### config.mk
export PLATFORM = sky130hd
export DESIGN_NAME = mem_store_unit_flat
export DESIGN_NICKNAME = d
export VERILOG_FILES = /design/src/rtl/mem_store_unit_pkg.sv /design/src/rtl/mem_store_unit_if.sv /design/src/rtl/mem_store_unit_store_align.sv /design/src/rtl/mem_store_unit.sv /design/src/flat_wrapper.sv
export SDC_FILE = /design/constraint.sdc
export NUM_CORES = 1
export LEC_CHECK = 0
export ABC_AREA = 1
export ABC_CLOCK_PERIOD_IN_PS = 4000
export BUFFER_PORTS_ARGS = -buffer_cell sky130_fd_sc_hd__buf_2
export CAP_MARGIN = 20
export CORE_MARGIN = 1.5
export CORE_UTILIZATION = 38
export DETAILED_ROUTE_END_ITERATION = 16
export HOLD_SLACK_MARGIN = 0.1
export SLEW_MARGIN = 15
export SYNTH_ARGS = -nofsm -noshare
export SYNTH_HDL_FRONTEND = slang
export SYNTH_SLANG_ARGS = --single-unit
### constraint.sdc
create_clock -name clk -period 4 [get_ports clk]
set_clock_uncertainty 0.05 [all_clocks]
set_input_delay 0.4 -clock clk [delete_from_list [all_inputs] [get_ports clk]]
set_output_delay 0.4 -clock clk [all_outputs]
set_load 0.02 [all_outputs]
### src/rtl/mem_store_unit_pkg.sv
// Shared definitions for the MEM-stage store path: op encodings, trap causes, FSM states.
package mem_store_unit_pkg;

    localparam int unsigned OP_WIDTH = 3;

    // Encodings match the RISC-V store funct3 field.
    localparam logic [OP_WIDTH-1:0] MEM_STORE_B = 3'd0;
    localparam logic [OP_WIDTH-1:0] MEM_STORE_H = 3'd1;
    localparam logic [OP_WIDTH-1:0] MEM_STORE_W = 3'd2;

    localparam logic [3:0] EXC_CAUSE_STORE_MISALIGNED = 4'd6;
    localparam logic [3:0] EXC_CAUSE_STORE_ACCESS     = 4'd7;

    typedef enum logic {
        ST_IDLE = 1'b0,
        ST_WAIT = 1'b1
    } store_state_e;

endpackage

### src/rtl/mem_store_unit_if.sv
// Data-memory write bus: the store unit is master, the memory is slave.
interface mem_store_unit_if;

    logic        mem_req;
    logic [31:0] mem_addr;
    logic [31:0] mem_wdata;
    logic [3:0]  mem_wstrb;
    logic        mem_ack;
    logic        mem_err;

    modport master (
        output mem_req, mem_addr, mem_wdata, mem_wstrb,
        input  mem_ack, mem_err
    );

    modport slave (
        input  mem_req, mem_addr, mem_wdata, mem_wstrb,
        output mem_ack, mem_err
    );

endinterface

### src/rtl/mem_store_unit_store_align.sv
// Combinational lane alignment: replicates store data into word lanes and builds byte strobes.
module store_align
    import mem_store_unit_pkg::*;
(
    input  logic [OP_WIDTH-1:0] op,
    input  logic [1:0]          addr_lo,
    input  logic [31:0]         din,
    output logic [31:0]         wdata,
    output logic [3:0]          wstrb,
    output logic                misaligned
);

    always_comb begin
        wdata      = '0;
        wstrb      = '0;
        misaligned = 1'b0;
        unique case (op)
            MEM_STORE_B: begin
                wdata = {4{din[7:0]}};
                wstrb = 4'b0001 << addr_lo;
            end
            MEM_STORE_H: begin
                wdata      = {2{din[15:0]}};
                wstrb      = 4'b0011 << addr_lo;
                misaligned = addr_lo[0];
            end
            MEM_STORE_W: begin
                wdata      = din;
                wstrb      = '1;
                misaligned = (addr_lo != 2'b00);
            end
            // Undefined ops trap the same way as a misaligned store.
            default: misaligned = 1'b1;
        endcase
    end

endmodule

### src/rtl/mem_store_unit.sv
// MEM-stage store unit: aligns a store, runs one req/ack write on the data bus, reports done or a trap.
module mem_store_unit
    import mem_store_unit_pkg::*;
#(
    parameter int unsigned MAX_WAIT  = 15,
    parameter logic [3:0]  CAUSE_MIS = EXC_CAUSE_STORE_MISALIGNED,
    parameter logic [3:0]  CAUSE_ACC = EXC_CAUSE_STORE_ACCESS
) (
    input  logic                clk,
    input  logic                rst,
    input  logic                in_valid,
    output logic                in_ready,
    input  logic [OP_WIDTH-1:0] op,
    input  logic [31:0]         addr,
    input  logic [31:0]         din,
    input  logic                flush,
    mem_store_unit_if.master    bus,
    output logic                stall,
    output logic                done,
    output logic                exc_valid,
    output logic [3:0]          exc_cause,
    output logic [31:0]         exc_tval
);

    localparam int unsigned CNT_W = (MAX_WAIT < 1) ? 1 : $clog2(MAX_WAIT + 1);

    store_state_e state, state_n;
    logic             req_q, req_n;
    logic [31:0]      baddr_q, baddr_n;
    logic [31:0]      wdata_q, wdata_n;
    logic [3:0]       wstrb_q, wstrb_n;
    logic [CNT_W-1:0] cnt_q, cnt_n;
    logic             done_q, done_n;
    logic             exc_q, exc_n;
    logic [3:0]       cause_q, cause_n;
    logic [31:0]      tval_q, tval_n;

    logic [31:0] al_wdata;
    logic [3:0]  al_wstrb;
    logic        al_mis;
    logic        accept;

    store_align u_align (
        .op         (op),
        .addr_lo    (addr[1:0]),
        .din        (din),
        .wdata      (al_wdata),
        .wstrb      (al_wstrb),
        .misaligned (al_mis)
    );

    assign in_ready = (state == ST_IDLE);
    assign stall    = (state == ST_WAIT);
    assign accept   = in_valid && in_ready && !flush;

    always_comb begin
        state_n = state;
        req_n   = req_q;
        baddr_n = baddr_q;
        wdata_n = wdata_q;
        wstrb_n = wstrb_q;
        cnt_n   = cnt_q;
        done_n  = 1'b0;
        exc_n   = 1'b0;
        cause_n = cause_q;
        tval_n  = tval_q;
        unique case (state)
            ST_IDLE: begin
                if (accept) begin
                    if (al_mis) begin
                        exc_n   = 1'b1;
                        cause_n = CAUSE_MIS;
                        tval_n  = addr;
                    end else begin
                        state_n = ST_WAIT;
                        req_n   = 1'b1;
                        baddr_n = addr;
                        wdata_n = al_wdata;
                        wstrb_n = al_wstrb;
                        cnt_n   = '0;
                    end
                end
            end
            ST_WAIT: begin
                // Ack is checked before the timeout so a last-cycle ack still completes.
                if (bus.mem_ack) begin
                    state_n = ST_IDLE;
                    req_n   = 1'b0;
                    if (bus.mem_err) begin
                        exc_n   = 1'b1;
                        cause_n = CAUSE_ACC;
                        tval_n  = baddr_q;
                    end else begin
                        done_n = 1'b1;
                    end
                end else if (cnt_q == CNT_W'(MAX_WAIT)) begin
                    state_n = ST_IDLE;
                    req_n   = 1'b0;
                    exc_n   = 1'b1;
                    cause_n = CAUSE_ACC;
                    tval_n  = baddr_q;
                end else begin
                    cnt_n = cnt_q + 1'b1;
                end
            end
            default: state_n = ST_IDLE;
        endcase
    end

    always_ff @(posedge clk) begin
        if (rst) begin
            state   <= ST_IDLE;
            req_q   <= 1'b0;
            baddr_q <= '0;
            wdata_q <= '0;
            wstrb_q <= '0;
            cnt_q   <= '0;
            done_q  <= 1'b0;
            exc_q   <= 1'b0;
            cause_q <= '0;
            tval_q  <= '0;
        end else begin
            state   <= state_n;
            req_q   <= req_n;
            baddr_q <= baddr_n;
            wdata_q <= wdata_n;
            wstrb_q <= wstrb_n;
            cnt_q   <= cnt_n;
            done_q  <= done_n;
            exc_q   <= exc_n;
            cause_q <= cause_n;
            tval_q  <= tval_n;
        end
    end

    assign bus.mem_req   = req_q;
    assign bus.mem_addr  = {baddr_q[31:2], 2'b00};
    assign bus.mem_wdata = wdata_q;
    assign bus.mem_wstrb = wstrb_q;
    assign done          = done_q;
    assign exc_valid     = exc_q;
    assign exc_cause     = cause_q;
    assign exc_tval      = tval_q;

endmodule

### src/flat_wrapper.sv
// flat-port wrapper written by rule: the top's interface ports become plain ports
module mem_store_unit_flat import mem_store_unit_pkg::*;
#(
    parameter int unsigned MAX_WAIT  = 15,
    parameter logic [3:0]  CAUSE_MIS = EXC_CAUSE_STORE_MISALIGNED,
    parameter logic [3:0]  CAUSE_ACC = EXC_CAUSE_STORE_ACCESS
)
  (clk, rst, in_valid, in_ready, op, addr, din, flush, stall, done, exc_valid, exc_cause, exc_tval, bus_mem_req, bus_mem_addr, bus_mem_wdata, bus_mem_wstrb, bus_mem_ack, bus_mem_err);
  mem_store_unit_if bus_i ();
  input  logic clk;
  input  logic rst;
  input  logic in_valid;
  output logic in_ready;
  input  logic [OP_WIDTH-1:0] op;
  input  logic [31:0] addr;
  input  logic [31:0] din;
  input  logic flush;
  output logic stall;
  output logic done;
  output logic exc_valid;
  output logic [3:0] exc_cause;
  output logic [31:0] exc_tval;
  output wire logic [$bits(bus_i.mem_req)-1:0] bus_mem_req;
  output wire logic [$bits(bus_i.mem_addr)-1:0] bus_mem_addr;
  output wire logic [$bits(bus_i.mem_wdata)-1:0] bus_mem_wdata;
  output wire logic [$bits(bus_i.mem_wstrb)-1:0] bus_mem_wstrb;
  input wire logic [$bits(bus_i.mem_ack)-1:0] bus_mem_ack;
  input wire logic [$bits(bus_i.mem_err)-1:0] bus_mem_err;
  assign bus_mem_req = bus_i.mem_req;
  assign bus_mem_addr = bus_i.mem_addr;
  assign bus_mem_wdata = bus_i.mem_wdata;
  assign bus_mem_wstrb = bus_i.mem_wstrb;
  assign bus_i.mem_ack = bus_mem_ack;
  assign bus_i.mem_err = bus_mem_err;
  mem_store_unit #(.MAX_WAIT(MAX_WAIT), .CAUSE_MIS(CAUSE_MIS), .CAUSE_ACC(CAUSE_ACC)) u_core (.clk(clk), .rst(rst), .in_valid(in_valid), .in_ready(in_ready), .op(op), .addr(addr), .din(din), .flush(flush), .bus(bus_i), .stall(stall), .done(done), .exc_valid(exc_valid), .exc_cause(exc_cause), .exc_tval(exc_tval));
endmodule
# [Word level (Yosys, flattened, before mapping)]
# Cells that the tools add are included.
[word_totals] out_inout_bits=109 ff_bits=112 in_bits=73
[op_classes] muxes=37 n_shift=2 bitwise=3 n_addsub=1 eq_ne=10 n_reduce_logical=10
[ops] operator="$mux 32" count=5
[ops] operator="$pmux 32 s3" count=1
[ops] operator="$pmux 32 s2" count=1
[ops] operator="$mux 4" count=9
[ops] operator="$pmux 4 s2" count=2
[ops] operator="$mux 1" count=14
[ops] operator="$pmux 4 s3" count=1
[ops] operator="$ne 2x2->1 const B" count=5
[ops] operator="$reduce_and 4->1" count=2
[ops] operator="$ne 3x3->1 const B" count=2
[ops] operator="$pmux 1 s2" count=3
[ops] operator="$reduce_and 3->1" count=2
[ops] operator="$add 4x1->4 const B" count=1
[ops] operator="$eq 4x4->1 const B" count=1
[ops] operator="$shl 1x2->4 const A" count=1
[ops] operator="$shl 2x2->4 const A" count=1
[ops] operator="$eq 3x1->1 const B" count=1
[ops] operator="$eq 3x2->1 const B" count=1
[ops] operator="$logic_not 3->1" count=1
[ops] operator="$not 1->1" count=3
[ops] operator="$pmux 1 s3" count=1
[ops] operator="$reduce_or 3->1" count=1
[ops] operator="$logic_and 1x1->1" count=2
[ops] operator="$reduce_bool 2->1" count=1
[ops] operator="$logic_not 1->1" count=1

# [Longest topological paths before layout]
[logic_depth] depth_word=5 ltp_mapped=10

# [Modules after synthesis]
# From an unflattened synthesis, not the netlist that was laid out.
[hier_totals] cells_unflattened=804 hier_area_um2=5432.7
[by_module_without_submodules] mod="mem_store_unit" area_each_um2=4902.2 cells_per_inst=687 n_inst=1 seq_area_each_um2=2202.1
[by_module_without_submodules] mod="store_align" area_each_um2=530.5 cells_per_inst=117 n_inst=1 seq_area_each_um2=0.0

# [Worst setup path before layout]
# No wires, ideal clock.
[synth_timing] kind="reg-to-reg" start="reg u_core.cnt_q[0]" end="reg u_core.tval_q[24], in the netlist u_core.exc_tval[24]" path_stages_with_launch=11 arrival_ns=1.385 n_path_buf=2 setup_ns=0.115 slack_ns=2.450 cell_sequence="dfxtp_1 > ha_1 > nand3_1 > nand2_1 > nand3_1 > nand2_1 > buf_2 > buf_2 > nand3_1 > nand2_1 > nor2_1"
[synth_between] elab_chain_cells=3
[synth_lines] item="from (decl)" line="mem_store_unit.sv:32" text="logic [CNT_W-1:0] cnt_q, cnt_n;"
[synth_lines] item="from (signal assigned)" line="mem_store_unit.sv:128" text="cnt_q <= cnt_n;"
[synth_lines] item="$eq 4x4->1" line="mem_store_unit.sv:96" text="end else if (cnt_q == CNT_W'(MAX_WAIT)) begin"
[synth_lines] item="$ne 3x3->1 (no source line)"
[synth_lines] item="$reduce_and 4->1 (no source line)"
[synth_lines] item="to (signal assigned)" line="mem_store_unit.sv:132" text="tval_q <= tval_n;"
[synth_lines] item="to (decl)" line="mem_store_unit.sv:36" text="logic [31:0] tval_q, tval_n;"
# Every way passes these cells.
# A chain may end at the register's enable or synchronous reset.

# [Worst setup path in the final report]
[layout_timing] start="reg u_core.state, in the netlist u_core.stall" end="reg u_core.tval_q[23], in the netlist u_core.exc_tval[23]"
[layout_between] elab_chain_cells=5
[layout_lines] item="from (decl)" line="mem_store_unit.sv:27" text="store_state_e state, state_n;"
[layout_lines] item="from (signal assigned)" line="mem_store_unit.sv:123" text="state <= state_n;"
[layout_lines] item="$not 1->1 (no source line)"
[layout_lines] item="$logic_and 1x1->1 (2 in series)" line="mem_store_unit.sv:54" text="assign accept = in_valid && in_ready && !flush;"
[layout_lines] item="$ne 2x2->1 (no source line)"
[layout_lines] item="$reduce_and 4->1 (no source line)"
# Parallel ways exist; a longest one is shown, timed or not.

==> results.md <==
- Routed via count: 4953
- Final period utilization: around 60%
- Tot Pwr: 0.002430 W
- GRT Resource Usage Total: around a fifth
- Synth Area per Inst: 7.109 um^2
- Crit-path max cell delay: 0.51 ns
- Die extent in y: 119.2 um
- # IOs: between 150 and 200
- CP Cell Sequence: buf_4 -> nand3_1 -> nand2_2 -> buf_4 -> nand3_1 -> nand2_1 -> nor2_1
- YS warnings: 0
- RSZ-0062 raised after global routing: no
- Layout cell share with drive strength beyond 1: about a quarter
- CTS root buffer: clkbuf_16
- Synth top cells by count: 252 x nand2_1, 110 x dfxtp_1, 106 x a21oi_1
- Reg2Reg Depth: 7
- Post-Syn Instances: 722
- Clock transition at path regs: 0.07 ns
- Synth Register Bits: 110
- Slew margin rel.: roughly 37%
- TritonCTS Buffers: 9
- Slew of the pin with the lowest slew margin: approximately 0.94 ns
- CP max FO: 42
- GPL Wtd Cong: ~0.79
- Max frequency: around 0.42 GHz
- PostCTS Resize Cnt: 0
- DR WL/cell: about 14 um
- Sink Count: 110
- Maximum clock path buffer count: 2
- Count leader, synth: nand2_1
- Critical Path Source: u_core.stall
- 1st-iter DRT viols: 220
- Pwr Density: slightly below 400 nW/um^2
- Drt first pass iters: 4
- Final hold violations: 0
- Filler instances: approximately 1400
- Ys flop type: dfxtp_1
- Reg2reg start: u_core.stall
- Slowest-stage cell, CP: buf_4
- Sequential area share after synthesis: between 40% and 50%
- Core box area: between 10000 and 15000 um^2
- Buf/Inv on CP: 2
- First-pass GRT wire length: between 20000 and 25000 um
- Die area: 14210 um^2
- Cell taking the most area after synthesis: dfxtp_1
- CTS Hold Bufs: 0
- PortBufs: 178
- Maximum VDD drop: around 0.17 mV
- Worst r2r dst: u_core.exc_tval[23]
- EDFF count, synth: 0
- Initial antenna violation count: 1
- Worst setup EP type: flop
- Leakage power: between 2 and 3 nW
- Async SR Flop Fraction: 0%
- Unique cell type count in the Yosys netlist: 24
- Crit-path leading delay family: buffers and inverters
- Final ANT Viol Nets: 0
- CP Launch Type: flop
- Finished Core Util: a little under half
- Layout Area Growth over Synthesis: 19.14%
- Die width: approximately 120 um
- Hold wc startpoint: addr[24]
- CP Data Required Time: 4.19 ns
- Hold depth: 3
- Setup TNS: 0 ns
- Tmin final: 2.380 ns
- DR vias/cell: between 4 and 5
- Status: complete, no violations
- Total congestion overflow: 0
- WP data arrival: ~2.6 ns
- MaxCap Viol Count: 0
- DP Wirelength: 9497 um
- CTS tree: yes
- Top post-synthesis cells by area: dfxtp_1 43%, nand2_1 18%, a21oi_1 10%
- Initial Utilization: between 30% and 40%
- Final wirelength: ~14000 um
- Clk_lat worst skew: between 0.3 and 0.4 ns
- Number of core rows: 42
- Finish-stage setup viols: 0
- Setup Crit Path Kind: flop to flop
- Mapped cell area: between 5000 and 6000 um^2
- Pins over their slew limit: 0
- Max H-tree Level: 3
- Largest net degree at the start of global routing: 72
- R2R setup slack: roughly 1.6 ns
- Post-CTS setup buffers: 0
- Synth top area share: 42.91%
- Hold Path End: u_core.baddr_q[24]
- Type of the tightest min-delay check: primary input to flop
- Residual DRC count: 0
- Number of global-route vias before repair: about 4600
- Layout Nets: 913
cells by family (layout without fill, tap and decap cells):
kind of cell / Yosys count / after routing / share of synthesized area, %
simple gates: 356 / 356 / 27.60
compound gates: 118 / 118 / 11.70
flops: 110 / 110 / 42.91
buf+inv: 106 / 226 / 11.63
mux: 30 / 30 / 5.851
fa+ha+maj: 1 / 1 / 0.2437
other cells: 1 / 4 / 0.07306
state kept, by name, summed over array words and instances (netlist names):
register and flops:
u_core.baddr_q 32, u_core.bus.mem_wdata 32, u_core.exc_tval 32, u_core.bus.mem_wstrb 4
u_core.cnt_q 4, u_core.exc_cause 2, u_core.bus.mem_req 1, u_core.done 1
u_core.exc_valid 1, u_core.stall 1
routing by layer:
layer  share of wire, %  global-route usage, %  up-vias
met5                  0                      0        -
met4                2.1                  7.681        0
met3                7.2                  5.125       19
met2                 47                  33.67      151
met1                 44                  24.87     2267
li1                   -                      -     2516
worst reg2reg max path, delay by kind of cell (launching register included):
family                 cells  cell delay, ns
buffers and inverters      2            1.00
flip-flops                 1            0.33
AND/OR/NAND/NOR            5            0.90
placed cells by master (no fill, tap or decap), drive strengths merged, types with 2 or more instances in the layout:
| master | n |
|---|---|
| o21ai | 9 |
| nand2 | 252 |
| a21oi | 106 |
| buf | 185 |
| nand4 | 3 |
| clkinv | 2 |
| nor2 | 53 |
| conb | 3 |
| dfxtp | 110 |
| inv | 25 |
| mux2i | 30 |
| nand3 | 46 |
| clkbuf | 13 |
report_power, final:
part / internal (W) / total, W / switching (W)
Sequential: 0.00114 / 0.00116 / 0.0000244
Clock: 0.000505 / 0.000909 / 0.000405
Combinational: 0.000122 / 0.000357 / 0.000235
Total: 0.00177 / 0.00243 / 0.000664
through the flow:
stage	area, um^2	worst slack [ns]	cells	hold slack [ns]
detailed placement	5818	1.510	1004	0.4024
finish	6115	1.620	1021	0.2610
global route	6115	1.368	1021	0.2532
floorplan	5140	2.450	724	0.3949
CTS	6112	1.579	1020	0.2495
global placement	5818	1.567	1004	0.3991
worst max path at each step:
stage | end | slack (ns) | depth (start not counted)
final | u_core.exc_tval[23] | 1.62 | 7
after global routing | u_core.exc_tval[14] | 1.37 | 7
after CTS | u_core.exc_tval[23] | 1.58 | 7
after global placement | u_core.bus.mem_wdata[3] | 1.57 | 6
after floorplan | u_core.exc_tval[24] | 2.45 | 10
after detailed placement | u_core.bus.mem_wdata[31] | 1.51 | 7
cell type report:
class | instances | area [um^2] | area share, %
Multi-Input combinational cell | 508 | 2357 | 38.55
Sequential cell | 110 | 2203 | 36.03
Timing Repair Buffer | 185 | 943.4 | 15.43
Clock buffer | 13 | 250.2 | 4.092
Tap cell | 176 | 220.2 | 3.601
Inverter | 25 | 93.84 | 1.535
Clock inverter | 3 | 43.79 | 0.7162
Antenna cell | 1 | 2.502 | 0.04092
Note: power is estimated with default switching activity, not from simulation.
